==> config.mk <==
export PLATFORM = sky130hd
export DESIGN_NAME = hazard_scoreboard
export DESIGN_NICKNAME = d
export VERILOG_FILES = /design/src/rtl/hazard_scoreboard_pkg.sv /design/src/rtl/hazard_scoreboard_busy_table.sv /design/src/rtl/hazard_scoreboard.sv
export SDC_FILE = /design/constraint.sdc
export NUM_CORES = 1
export LEC_CHECK = 0
export CAP_MARGIN = 40
export CELL_PAD_IN_SITES_DETAIL_PLACEMENT = 0
export CELL_PAD_IN_SITES_GLOBAL_PLACEMENT = 1
export CORE_MARGIN = 2
export CORE_UTILIZATION = 48
export CTS_CLUSTER_DIAMETER = 100
export DETAILED_ROUTE_END_ITERATION = 10
export GPL_ROUTABILITY_DRIVEN = 0
export MAX_ROUTING_LAYER = met4
export PLACE_DENSITY = 0.95
export SETUP_SLACK_MARGIN = 0.15
export SYNTH_ARGS = -nofsm -noshare
export SYNTH_HDL_FRONTEND = slang
export SYNTH_HIERARCHICAL = 1
export SYNTH_SLANG_ARGS = --single-unit
==> constraint.sdc <==
create_clock -name i_clk -period 11.25 [get_ports i_clk]
set_input_delay 3.375 -clock i_clk [delete_from_list [all_inputs] [get_ports i_clk]]
set_output_delay 3.375 -clock i_clk [all_outputs]
set_load 0.02 [all_outputs]
==> src/rtl/hazard_scoreboard_pkg.sv <==
// -----------------------------------------------------------------------------
// hazard_scoreboard_pkg
// Shared definitions for the register-file scoreboard / writeback arbiter:
//   - write-port mux select encodings (WSEL_PIPE / WSEL_LU)
//   - register index type
//   - one-hot decode helper used by the busy tables
// -----------------------------------------------------------------------------
package hazard_scoreboard_pkg;

  // Register-file write-port mux select.
  localparam logic WSEL_PIPE = 1'b0;
  localparam logic WSEL_LU   = 1'b1;

  // Architectural register index (32 entries per file).
  typedef logic [4:0] reg_idx_t;

  // Width of the in-flight and starvation counters.
  localparam int CNT_W = 4;

  // One-hot decode of a register index into a 32-bit table mask.
  function automatic logic [31:0] idx_mask(input reg_idx_t idx);
    logic [31:0] m;
    m = 32'd0;
    m[idx] = 1'b1;
    return m;
  endfunction

endpackage

==> src/rtl/hazard_scoreboard_busy_table.sv <==
// -----------------------------------------------------------------------------
// hazard_scoreboard_busy_table
// 32-entry busy bit table for one register file. One entry may be set and one
// cleared per cycle; when both hit the same entry the set wins. Entry 0 can be
// hard-wired to zero (integer x0).
//
// Ports:
//   i_clk, i_rst      clock, synchronous active-high reset (clears all bits)
//   i_set, i_set_idx  mark register busy (issue of a long-latency op)
//   i_clr, i_clr_idx  mark register free (long-latency writeback)
//   i_ra_idx/o_ra     source 1 read port
//   i_rb_idx/o_rb     source 2 read port
//   i_rd_idx/o_rd     destination read port (WAW check)
//   o_clr_hit         busy bit currently held at i_clr_idx (error check)
// -----------------------------------------------------------------------------
module hazard_scoreboard_busy_table
  import hazard_scoreboard_pkg::*;
#(
  parameter bit HARD_ZERO = 1'b0
) (
  input  logic     i_clk,
  input  logic     i_rst,
  input  logic     i_set,
  input  reg_idx_t i_set_idx,
  input  logic     i_clr,
  input  reg_idx_t i_clr_idx,
  input  reg_idx_t i_ra_idx,
  input  reg_idx_t i_rb_idx,
  input  reg_idx_t i_rd_idx,
  output logic     o_ra,
  output logic     o_rb,
  output logic     o_rd,
  output logic     o_clr_hit
);

  // Entry 0 is masked off for the integer file so x0 can never look busy.
  localparam logic [31:0] KEEP_MASK = HARD_ZERO ? 32'hFFFF_FFFE : 32'hFFFF_FFFF;

  logic [31:0] r_busy;
  logic [31:0] w_set_mask;
  logic [31:0] w_clr_mask;
  logic [31:0] w_busy_nxt;

  // Build set/clear masks; set is applied after clear so it wins on a tie.
  always_comb begin
    w_set_mask = 32'd0;
    w_clr_mask = 32'd0;
    if (i_set) begin
      w_set_mask = idx_mask(i_set_idx) & KEEP_MASK;
    end else begin
      w_set_mask = 32'd0;
    end
    if (i_clr) begin
      w_clr_mask = idx_mask(i_clr_idx);
    end else begin
      w_clr_mask = 32'd0;
    end
    w_busy_nxt = ((r_busy & ~w_clr_mask) | w_set_mask) & KEEP_MASK;
  end

  // Busy bit storage.
  always_ff @(posedge i_clk) begin
    if (i_rst) begin
      r_busy <= 32'd0;
    end else begin
      r_busy <= w_busy_nxt;
    end
  end

  assign o_ra      = r_busy[i_ra_idx];
  assign o_rb      = r_busy[i_rb_idx];
  assign o_rd      = r_busy[i_rd_idx];
  assign o_clr_hit = r_busy[i_clr_idx];

endmodule

==> src/rtl/hazard_scoreboard.sv <==
// -----------------------------------------------------------------------------
// hazard_scoreboard
// Register-file scoreboard and writeback-port arbiter. Tracks int/FP registers
// owned by in-flight long-latency (LU) operations, stalls D on RAW/WAW/
// structural hazards, and shares the single register-file write port between
// the W stage and the LU with a starvation guard.
//
// Ports:
//   i_clk, i_rst                 clock, synchronous active-high reset
//   i_d_valid                    D stage holds a real instruction
//   i_d_rs1/i_d_rs2/i_d_rd       D-stage register indices
//   i_d_use_rs1/rs2/frs1/frs2    D source-usage flags (int / FP)
//   i_d_use_rd/i_d_use_frd       D writes int / FP rd through the pipeline
//   i_d_long, i_d_long_fp        D op goes to the LU; LU target is FP file
//   o_d_stall                    hold D and upstream, bubble into E
//   i_w_wen, i_w_fwen            W stage wants the int / FP write port
//   i_lu_req, i_lu_rd, i_lu_fp   LU result ready, destination, FP target
//   o_lu_gnt                     LU result written this cycle
//   o_hold_pipe                  freeze whole pipeline for one cycle
//   o_rf_wsel                    write-port mux select
//   o_outstanding                long ops in flight
//   o_sb_err                     sticky: LU granted to a non-busy register
// -----------------------------------------------------------------------------
module hazard_scoreboard
  import hazard_scoreboard_pkg::*;
#(
  parameter int MAX_OUT      = 4,
  parameter int STARVE_LIMIT = 3
) (
  input  logic             i_clk,
  input  logic             i_rst,
  input  logic             i_d_valid,
  input  logic [4:0]       i_d_rs1,
  input  logic [4:0]       i_d_rs2,
  input  logic [4:0]       i_d_rd,
  input  logic             i_d_use_rs1,
  input  logic             i_d_use_rs2,
  input  logic             i_d_use_frs1,
  input  logic             i_d_use_frs2,
  input  logic             i_d_use_rd,
  input  logic             i_d_use_frd,
  input  logic             i_d_long,
  input  logic             i_d_long_fp,
  output logic             o_d_stall,
  input  logic             i_w_wen,
  input  logic             i_w_fwen,
  input  logic             i_lu_req,
  input  logic [4:0]       i_lu_rd,
  input  logic             i_lu_fp,
  output logic             o_lu_gnt,
  output logic             o_hold_pipe,
  output logic             o_rf_wsel,
  output logic [CNT_W-1:0] o_outstanding,
  output logic             o_sb_err
);

  localparam logic [CNT_W-1:0] MAX_OUT_C = CNT_W'(MAX_OUT);
  localparam logic [CNT_W-1:0] STARVE_C  = CNT_W'(STARVE_LIMIT);

  // Registered state
  logic [CNT_W-1:0] r_outstanding;
  logic [CNT_W-1:0] r_starve_cnt;
  logic             r_sb_err;

  // Busy table read results
  logic w_ib_rs1, w_ib_rs2, w_ib_rd, w_ib_clr;
  logic w_fb_rs1, w_fb_rs2, w_fb_rd, w_fb_clr;

  // Hazard / arbitration terms
  logic w_raw, w_waw, w_struct;
  logic w_hold, w_pipe_w, w_gnt, w_stall, w_accept;
  logic w_tgt_busy;
  logic w_iset, w_fset, w_iclr, w_fclr;

  // Integer busy table: x0 hard-wired free.
  hazard_scoreboard_busy_table #(.HARD_ZERO(1'b1)) u_ibusy (
    .i_clk     (i_clk),
    .i_rst     (i_rst),
    .i_set     (w_iset),
    .i_set_idx (i_d_rd),
    .i_clr     (w_iclr),
    .i_clr_idx (i_lu_rd),
    .i_ra_idx  (i_d_rs1),
    .i_rb_idx  (i_d_rs2),
    .i_rd_idx  (i_d_rd),
    .o_ra      (w_ib_rs1),
    .o_rb      (w_ib_rs2),
    .o_rd      (w_ib_rd),
    .o_clr_hit (w_ib_clr)
  );

  // FP busy table: all 32 entries trackable.
  hazard_scoreboard_busy_table #(.HARD_ZERO(1'b0)) u_fbusy (
    .i_clk     (i_clk),
    .i_rst     (i_rst),
    .i_set     (w_fset),
    .i_set_idx (i_d_rd),
    .i_clr     (w_fclr),
    .i_clr_idx (i_lu_rd),
    .i_ra_idx  (i_d_rs1),
    .i_rb_idx  (i_d_rs2),
    .i_rd_idx  (i_d_rd),
    .o_ra      (w_fb_rs1),
    .o_rb      (w_fb_rs2),
    .o_rd      (w_fb_rd),
    .o_clr_hit (w_fb_clr)
  );

  // Hazard detection and write-port arbitration. Everything here reads only
  // registered busy state, so a clear at this edge is not bypassed to D.
  always_comb begin
    w_raw = (i_d_use_rs1  & w_ib_rs1) | (i_d_use_rs2  & w_ib_rs2) |
            (i_d_use_frs1 & w_fb_rs1) | (i_d_use_frs2 & w_fb_rs2);
    w_waw = (i_d_use_rd & w_ib_rd) | (i_d_use_frd & w_fb_rd) |
            (i_d_long & (i_d_long_fp ? w_fb_rd : w_ib_rd));
    w_struct = i_d_long & (r_outstanding == MAX_OUT_C);

    // Starvation guard: once the LU has been denied STARVE_LIMIT times the
    // whole pipe freezes and its W write is withdrawn for this cycle.
    w_hold   = ~i_rst & i_lu_req & (r_starve_cnt == STARVE_C);
    w_pipe_w = (i_w_wen | i_w_fwen) & ~w_hold;
    w_gnt    = ~i_rst & i_lu_req & ~w_pipe_w;

    w_stall  = ~i_rst & ((i_d_valid & (w_raw | w_waw | w_struct)) | w_hold);
    w_accept = i_d_valid & i_d_long & ~w_stall;

    w_iset = w_accept & ~i_d_long_fp;
    w_fset = w_accept &  i_d_long_fp;
    w_iclr = w_gnt & ~i_lu_fp;
    w_fclr = w_gnt &  i_lu_fp;

    w_tgt_busy = i_lu_fp ? w_fb_clr : w_ib_clr;
  end

  // In-flight counter: issue and grant in the same cycle cancel out.
  always_ff @(posedge i_clk) begin
    if (i_rst) begin
      r_outstanding <= {CNT_W{1'b0}};
    end else begin
      case ({w_accept, w_gnt})
        2'b10: begin
          if (r_outstanding != MAX_OUT_C) begin
            r_outstanding <= r_outstanding + CNT_W'(1);
          end else begin
            r_outstanding <= r_outstanding;
          end
        end
        2'b01: begin
          if (r_outstanding != {CNT_W{1'b0}}) begin
            r_outstanding <= r_outstanding - CNT_W'(1);
          end else begin
            r_outstanding <= r_outstanding;
          end
        end
        default: r_outstanding <= r_outstanding;
      endcase
    end
  end

  // Starvation counter: counts consecutive denied LU requests, saturating.
  always_ff @(posedge i_clk) begin
    if (i_rst) begin
      r_starve_cnt <= {CNT_W{1'b0}};
    end else if (i_lu_req & ~w_gnt) begin
      if (r_starve_cnt != STARVE_C) begin
        r_starve_cnt <= r_starve_cnt + CNT_W'(1);
      end else begin
        r_starve_cnt <= r_starve_cnt;
      end
    end else begin
      r_starve_cnt <= {CNT_W{1'b0}};
    end
  end

  // Sticky error: a grant whose destination was not marked busy.
  always_ff @(posedge i_clk) begin
    if (i_rst) begin
      r_sb_err <= 1'b0;
    end else if (w_gnt & ~w_tgt_busy) begin
      r_sb_err <= 1'b1;
    end else begin
      r_sb_err <= r_sb_err;
    end
  end

  assign o_d_stall     = w_stall;
  assign o_lu_gnt      = w_gnt;
  assign o_hold_pipe   = w_hold;
  assign o_rf_wsel     = w_gnt ? WSEL_LU : WSEL_PIPE;
  assign o_outstanding = r_outstanding;
  assign o_sb_err      = r_sb_err;

endmodule

==> qor.yml, run 1 <==
finalSetupTns_ps: 0
synth_warnings: 6
crit_chain: "clkdlybuf4s50_1, nor2b_1, a22oi_1, nand4b_1, a21oi_1, a311o_1, a221o_2, a21oi_1, o32ai_1, clkdlybuf4s50_1"
synth_top_cell_by_area: "dfxtp_1"
cp-start-kind: "input port"
grt_max_degree: 73
drv_cap: 0
viasPerCell: 6.61
synth-edff-count: 0
cts_tree: "yes"
grt_pass1_wl_um: 28700
cts.repair.resized: 0
slew_headroom: 0.434
dr.pass1.iters: 6
fp.dieH_um: 111
synthTopCellsByCount: "nand2_1, a21oi_1, mux2i_1"
place_inst: 836
yosysSeqAreaShare: 0.263
initial_core_util: 0.486
holdPathStages: 1
rows: 39
core_um2: 11300
synth_area_leaders: "dfxtp_1, mux2i_1, a21oi_1, mux4_2, nand2_1"
grt_use_total: 0.301
nFillCells: 1008
overflow: 0
syn_area_per_cell_um2: 8.18
fin_crit_sh: 0.895
max_freq_ghz: 0.0993
crit_buf_inv: 2
cp_max_fo: 17
worstSkewPairLatency_ps: 340
yosys.cell_count.top_type: "nand2_1"
status: "completed"
cp_slowest_stage_delay_ps: 840
rrSetupSlack_ps: 7360
drc: 0
crit_type: "in -> out"
antenna_left: 0
synth_top_area_share: 0.263
cp.arrival_ps: 6690
routed_wirelength_um: 18400
leakage_nw: 2.29
rsz0062_at_grt: "no"
end_kind: "output pin"
ys_seq_elements: 72
portBuffers: 43
final_cells: 853
vias: 5641
htree_levels: 3
min_period_ps: 10070
synth_top_flop_cell: "dfxtp_1"
yosysUniqueCellTypes: 49
grt_pass1_vias: 5250
hold_class: "reg -> reg"
numCtsBuffers: 9
syn_inst: 670
area_growth_pct: 15.4
clock_path_buffers: 2
reg2reg_depth: 14
layout-drive-gt1-share: 0.0733
p_total_uw: 643
antenna_found_initial: 1
finalHoldViolations: 0
nNetsFinal: 745
wl_per_cell_um: 21.6
power.density_nw_per_um2: 102
io_pins: 44
cpLargestDelayFamily: "buffers and inverters"
ctsHoldBuffers: 0
path_depth: 10
slowest_stage: "clkdlybuf4s50_1"
worst_ep_required_time_ps: 7880
netlist_area_um2: 5480
final_max_slew_viol_count: 0
die_x_um: 111
cts_setup_buffers: 0
dpl.hpwl_um: 12900
setup_viol: 0
async_flop_share: 0
clkTransAtPathRegs_ps: 60
dieArea_um2: 12300
whs_ps: 463
cts_root_buffer: "clkbuf_16"
worst_slack_ps: 1180
drt_first_iter_violations: 733
dp_worst_setup_slack_ps: 1290
fin_skew_ps: 7.24
clkSinkCount: 72
ir_drop_mv: 0.0640
tightest_slew_ps: 846
synthesis.nets: 711
## worst register-to-register path: stages, from the launching register on
cell and delay (ps):
dfxtp_1 370, mux4_2 460, nand2b_1 160, o211ai_1 140, nand4_1 180, nor2b_1 170
a221o_2 320, o31ai_2 360, inv_1 110, ha_1 250, ha_1 340, a21oi_1 220
a21oi_1 120, or4_1 480, a21oi_1 140
## area by class of cell
cell class	count	area [um^2]	area share
Multi-Input combinational cell	546	3810	0.603
Sequential cell	72	1440	0.228
Antenna cell	1	2.50	0.000396
Timing Repair Buffer	55	541	0.0855
Clock inverter	6	43.8	0.00693
Clock buffer	10	229	0.0362
Tap cell	143	179	0.0283
Inverter	20	75.1	0.0119
## cells in the final DEF (no fill, tap or decap), types with 11 or more instances in the layout
cell type / count
a21oi_1: 87
a22oi_1: 21
clkdlybuf4s50_1: 42
dfxtp_1: 72
inv_1: 19
mux2i_1: 77
mux4_2: 16
nand2_1: 94
nand2b_1: 14
nand3_1: 25
nand3b_1: 11
nor2_1: 26
nor2b_1: 15
o21ai_0: 64
## worst paths after layout
check | from | endpoint
worst max-delay path | i_d_rd[2] | o_d_stall
worst min-delay path | r_starve_cnt[0] | r_starve_cnt[0]
worst max register to register | u_ibusy/r_busy[4] | o_outstanding[3]
worst min register to register | r_starve_cnt[0] | r_starve_cnt[0]
## sequential cells by signal, indices dropped and copies added, names as in the netlist
name,count
r_starve_cnt,4
o_sb_err,1
o_outstanding,4
u_ibusy/r_busy,31
u_fbusy/r_busy,32
## power breakdown
part | internal (mW) | switching (mW) | total [mW]
clock network | 0.151 | 0.120 | 0.271
logic | 0.0471 | 0.0642 | 0.111
registers | 0.258 | 0.00375 | 0.261
total | 0.455 | 0.188 | 0.643
## kinds of logic (layout without fill, tap and decap cells)
| group | after synthesis | after routing | synth area share |
|---|---|---|---|
| compound gates | 200 | 200 | 0.208 |
| xor+xnor | 4 | 4 | 0.00640 |
| fa+ha+maj | 6 | 6 | 0.0151 |
| buf+inv | 52 | 91 | 0.0411 |
| flops | 72 | 72 | 0.263 |
| mux | 103 | 103 | 0.250 |
| other cells | 0 | 1 | 0 |
| simple gates | 233 | 233 | 0.217 |
## per-stage QoR
| step | utilization | area, um^2 |
|---|---|---|
| CTS | 0.561 | 6320 |
| global route | 0.561 | 6320 |
| global placement | 0.532 | 6000 |
| detailed placement | 0.537 | 6050 |
| floorplan | - | 5480 |
| finish | 0.561 | 6320 |
## routing by layer
layer / part of all wire / up-vias / global-route usage
met5: 0 / - / -
met4: 0.024 / 0 / 0.0908
met3: 0.11 / 42 / 0.0765
met2: 0.45 / 364 / 0.462
met1: 0.41 / 2674 / 0.393
li1: - / 2561 / -
Note: power is estimated with default switching activity, not from simulation.
==> inputs of run 2 (changes only) <==
--- a/config.mk
+++ b/config.mk
@@ -13,7 +13,6 @@
 export CTS_CLUSTER_DIAMETER = 100
 export DETAILED_ROUTE_END_ITERATION = 10
 export GPL_ROUTABILITY_DRIVEN = 0
-export MAX_ROUTING_LAYER = met4
 export PLACE_DENSITY = 0.95
 export SETUP_SLACK_MARGIN = 0.15
 export SYNTH_ARGS = -nofsm -noshare
==> qor.yml, run 2 (same netlist as run 1, synthesis figures left out) <==
status: "completed"
ir_drop_mv: 0.0643  # +0.46%
worstSkewPairLatency_ps: 340  # about the same
fin_crit_sh: 0.893  # -0.00155
holdPathStages: 1  # unchanged
cts_root_buffer: "clkbuf_16"
clock_path_buffers: 2  # unchanged
drt_first_iter_violations: 791  # +7.9%
final_cells: 852  # -0.12%
portBuffers: 43  # unchanged
final_max_slew_viol_count: 0  # unchanged
reg2reg_depth: 14  # unchanged
grt_use_total: 0.292  # -0.00873
cpLargestDelayFamily: "buffers and inverters"
num_antenna_cells: 0  # -1
drc: 0  # unchanged
crit_type: "in -> out"
routed_wirelength_um: 18400  # +0.20%
nFillCells: 1009  # +0.099%
min_from: "r_starve_cnt[0]"
fp.dieH_um: 111  # unchanged
dieArea_um2: 12300  # unchanged
reg.largest.list: "u_fbusy/r_busy (32), u_ibusy/r_busy (31)"
end_kind: "output pin"
leakage_nw: 2.29  # about the same
core_um2: 11300  # unchanged
cp_max_fo: 17  # unchanged
max_freq_ghz: 0.0995  # +0.17%
rr_startpoint: "u_ibusy/r_busy[4]"
drv_cap: 0  # unchanged
dr.pass1.iters: 6  # unchanged
hold_class: "reg -> reg"
grt_max_degree: 73  # unchanged
vias: 5655  # +0.25%
hold_end: "r_starve_cnt[0]"
dp_worst_setup_slack_ps: 1290  # unchanged
htree_levels: 3  # unchanged
finalHoldViolations: 0  # unchanged
cts_tree: "yes"
antenna_found_initial: 1  # unchanged
crit_chain: "clkdlybuf4s50_1, nor2b_1, a22oi_1, nand4b_1, a21oi_1, a311o_1, a221o_2, a21oi_1, o32ai_1, clkdlybuf4s50_1"
fin_skew_ps: 8.58  # +1.33 ps
worst_slack_ps: 1200  # +17.4 ps
grt_pass1_vias: 5250  # unchanged
finalSetupTns_ps: 0  # unchanged
rrSetupSlack_ps: 7330  # -30 ps
cp-startpoint: "i_d_rd[2]"
clkSinkCount: 72  # unchanged
grt_pass1_wl_um: 28700  # about the same
largest_reg_flops: 32  # unchanged
dpl.hpwl_um: 12900  # unchanged
tightest_slew_ps: 848  # +2.12 ps
area_growth_pct: 15.4  # about the same
final_cell_mix: "nand2_1, a21oi_1, mux2i_1"
layout_commonest_cell: "nand2_1"
numCtsBuffers: 9  # unchanged
top_register: "u_fbusy/r_busy"
die_x_um: 111  # unchanged
slew_headroom: 0.433  # -0.00142
min_period_ps: 10050  # -17.4 ps
viasPerCell: 6.64  # +0.37%
cts_setup_buffers: 0  # unchanged
cp-start-kind: "input port"
worst_ep_required_time_ps: 7880  # about the same
layout-drive-gt1-share: 0.0733  # unchanged
initial_core_util: 0.486  # unchanged
setup_viol: 0  # unchanged
overflow: 0  # unchanged
cts.repair.resized: 0  # unchanged
antenna_left: 0  # unchanged
rows: 39  # unchanged
nNetsFinal: 745  # unchanged
place_inst: 836  # unchanged
crit_buf_inv: 2  # unchanged
ctsHoldBuffers: 0  # unchanged
cp_slowest_stage_delay_ps: 850  # about the same
power.density_nw_per_um2: 102  # +0.20%
clkTransAtPathRegs_ps: 60  # about the same
slowest_stage: "clkdlybuf4s50_1"
rsz0062_at_grt: "no"
wl_per_cell_um: 21.7  # +0.31%
io_pins: 44  # unchanged
reg2reg_to: "o_outstanding[3]"
cp.arrival_ps: 6670  # -20 ps
[run 2: worst max path at each step]
| stage | endpoint | cells past startpoint |
|---|---|---|
| 2_1_floorplan | o_d_stall | 9 |
| 3_3_place_gp | o_d_stall | 12 |
| 3_5_place_dp | o_d_stall | 12 |
| 4_1_cts | o_d_stall | 12 |
| 5_1_grt | o_d_stall | 10 |
| 6_report | o_d_stall | 10 |
[run 2: through the flow]
stage,utilization,power (mW),hold slack [ps],instance area [um^2]
floorplan,-,0.332,418,5480
global placement,0.532,0.371,426,6000
global route,0.561,0.663,493,6320
CTS,0.561,0.643,460,6320
detailed placement,0.537,0.376,446,6050
finish,0.561,0.644,463,6320
[run 2: area by class of cell]
class	count	area [um^2]	area share
Clock buffer	10	229	0.0362
Clock inverter	6	43.8	0.00693
Inverter	20	75.1	0.0119
Multi-Input combinational cell	546	3810	0.603
Sequential cell	72	1440	0.228
Tap cell	143	179	0.0283
Timing Repair Buffer	55	541	0.0855
[run 2: per-layer routing]
| metal | vias to the layer above | global-route usage | share of wire |
|---|---|---|---|
| li1 | 2562 | - | - |
| met2 | 341 | 0.458 | 0.45 |
| met1 | 2704 | 0.393 | 0.41 |
| met5 | - | 0 | 0.00070 |
| met4 | 2 | 0.0900 | 0.021 |
| met3 | 46 | 0.0793 | 0.11 |
[run 2: worst register-to-register path: stages (launching register included)]
cell      delay (ps)
dfxtp_1          370
mux4_2           470
nand2b_1         160
o211ai_1         150
nand4_1          180
nor2b_1          170
a221o_2          320
o31ai_2          360
inv_1            110
ha_1             250
ha_1             340
a21oi_1          220
a21oi_1          120
or4_1            480
a21oi_1          140
[run 2: where the power goes]
group | switching (mW) | internal (mW)
clock | 0.121 | 0.151
combinational | 0.0644 | 0.0471
sequential | 0.00375 | 0.258
==> inputs of run 3 (changes only) <==
--- a/config.mk
+++ b/config.mk
@@ -11,6 +11,7 @@
 export CORE_MARGIN = 2
 export CORE_UTILIZATION = 48
 export CTS_CLUSTER_DIAMETER = 100
+export CTS_CLUSTER_SIZE = 20
 export DETAILED_ROUTE_END_ITERATION = 10
 export GPL_ROUTABILITY_DRIVEN = 0
 export PLACE_DENSITY = 0.95
==> results of run 3 <==
Same layout as run 2: the final DEF is identical, and so are final timing and power.
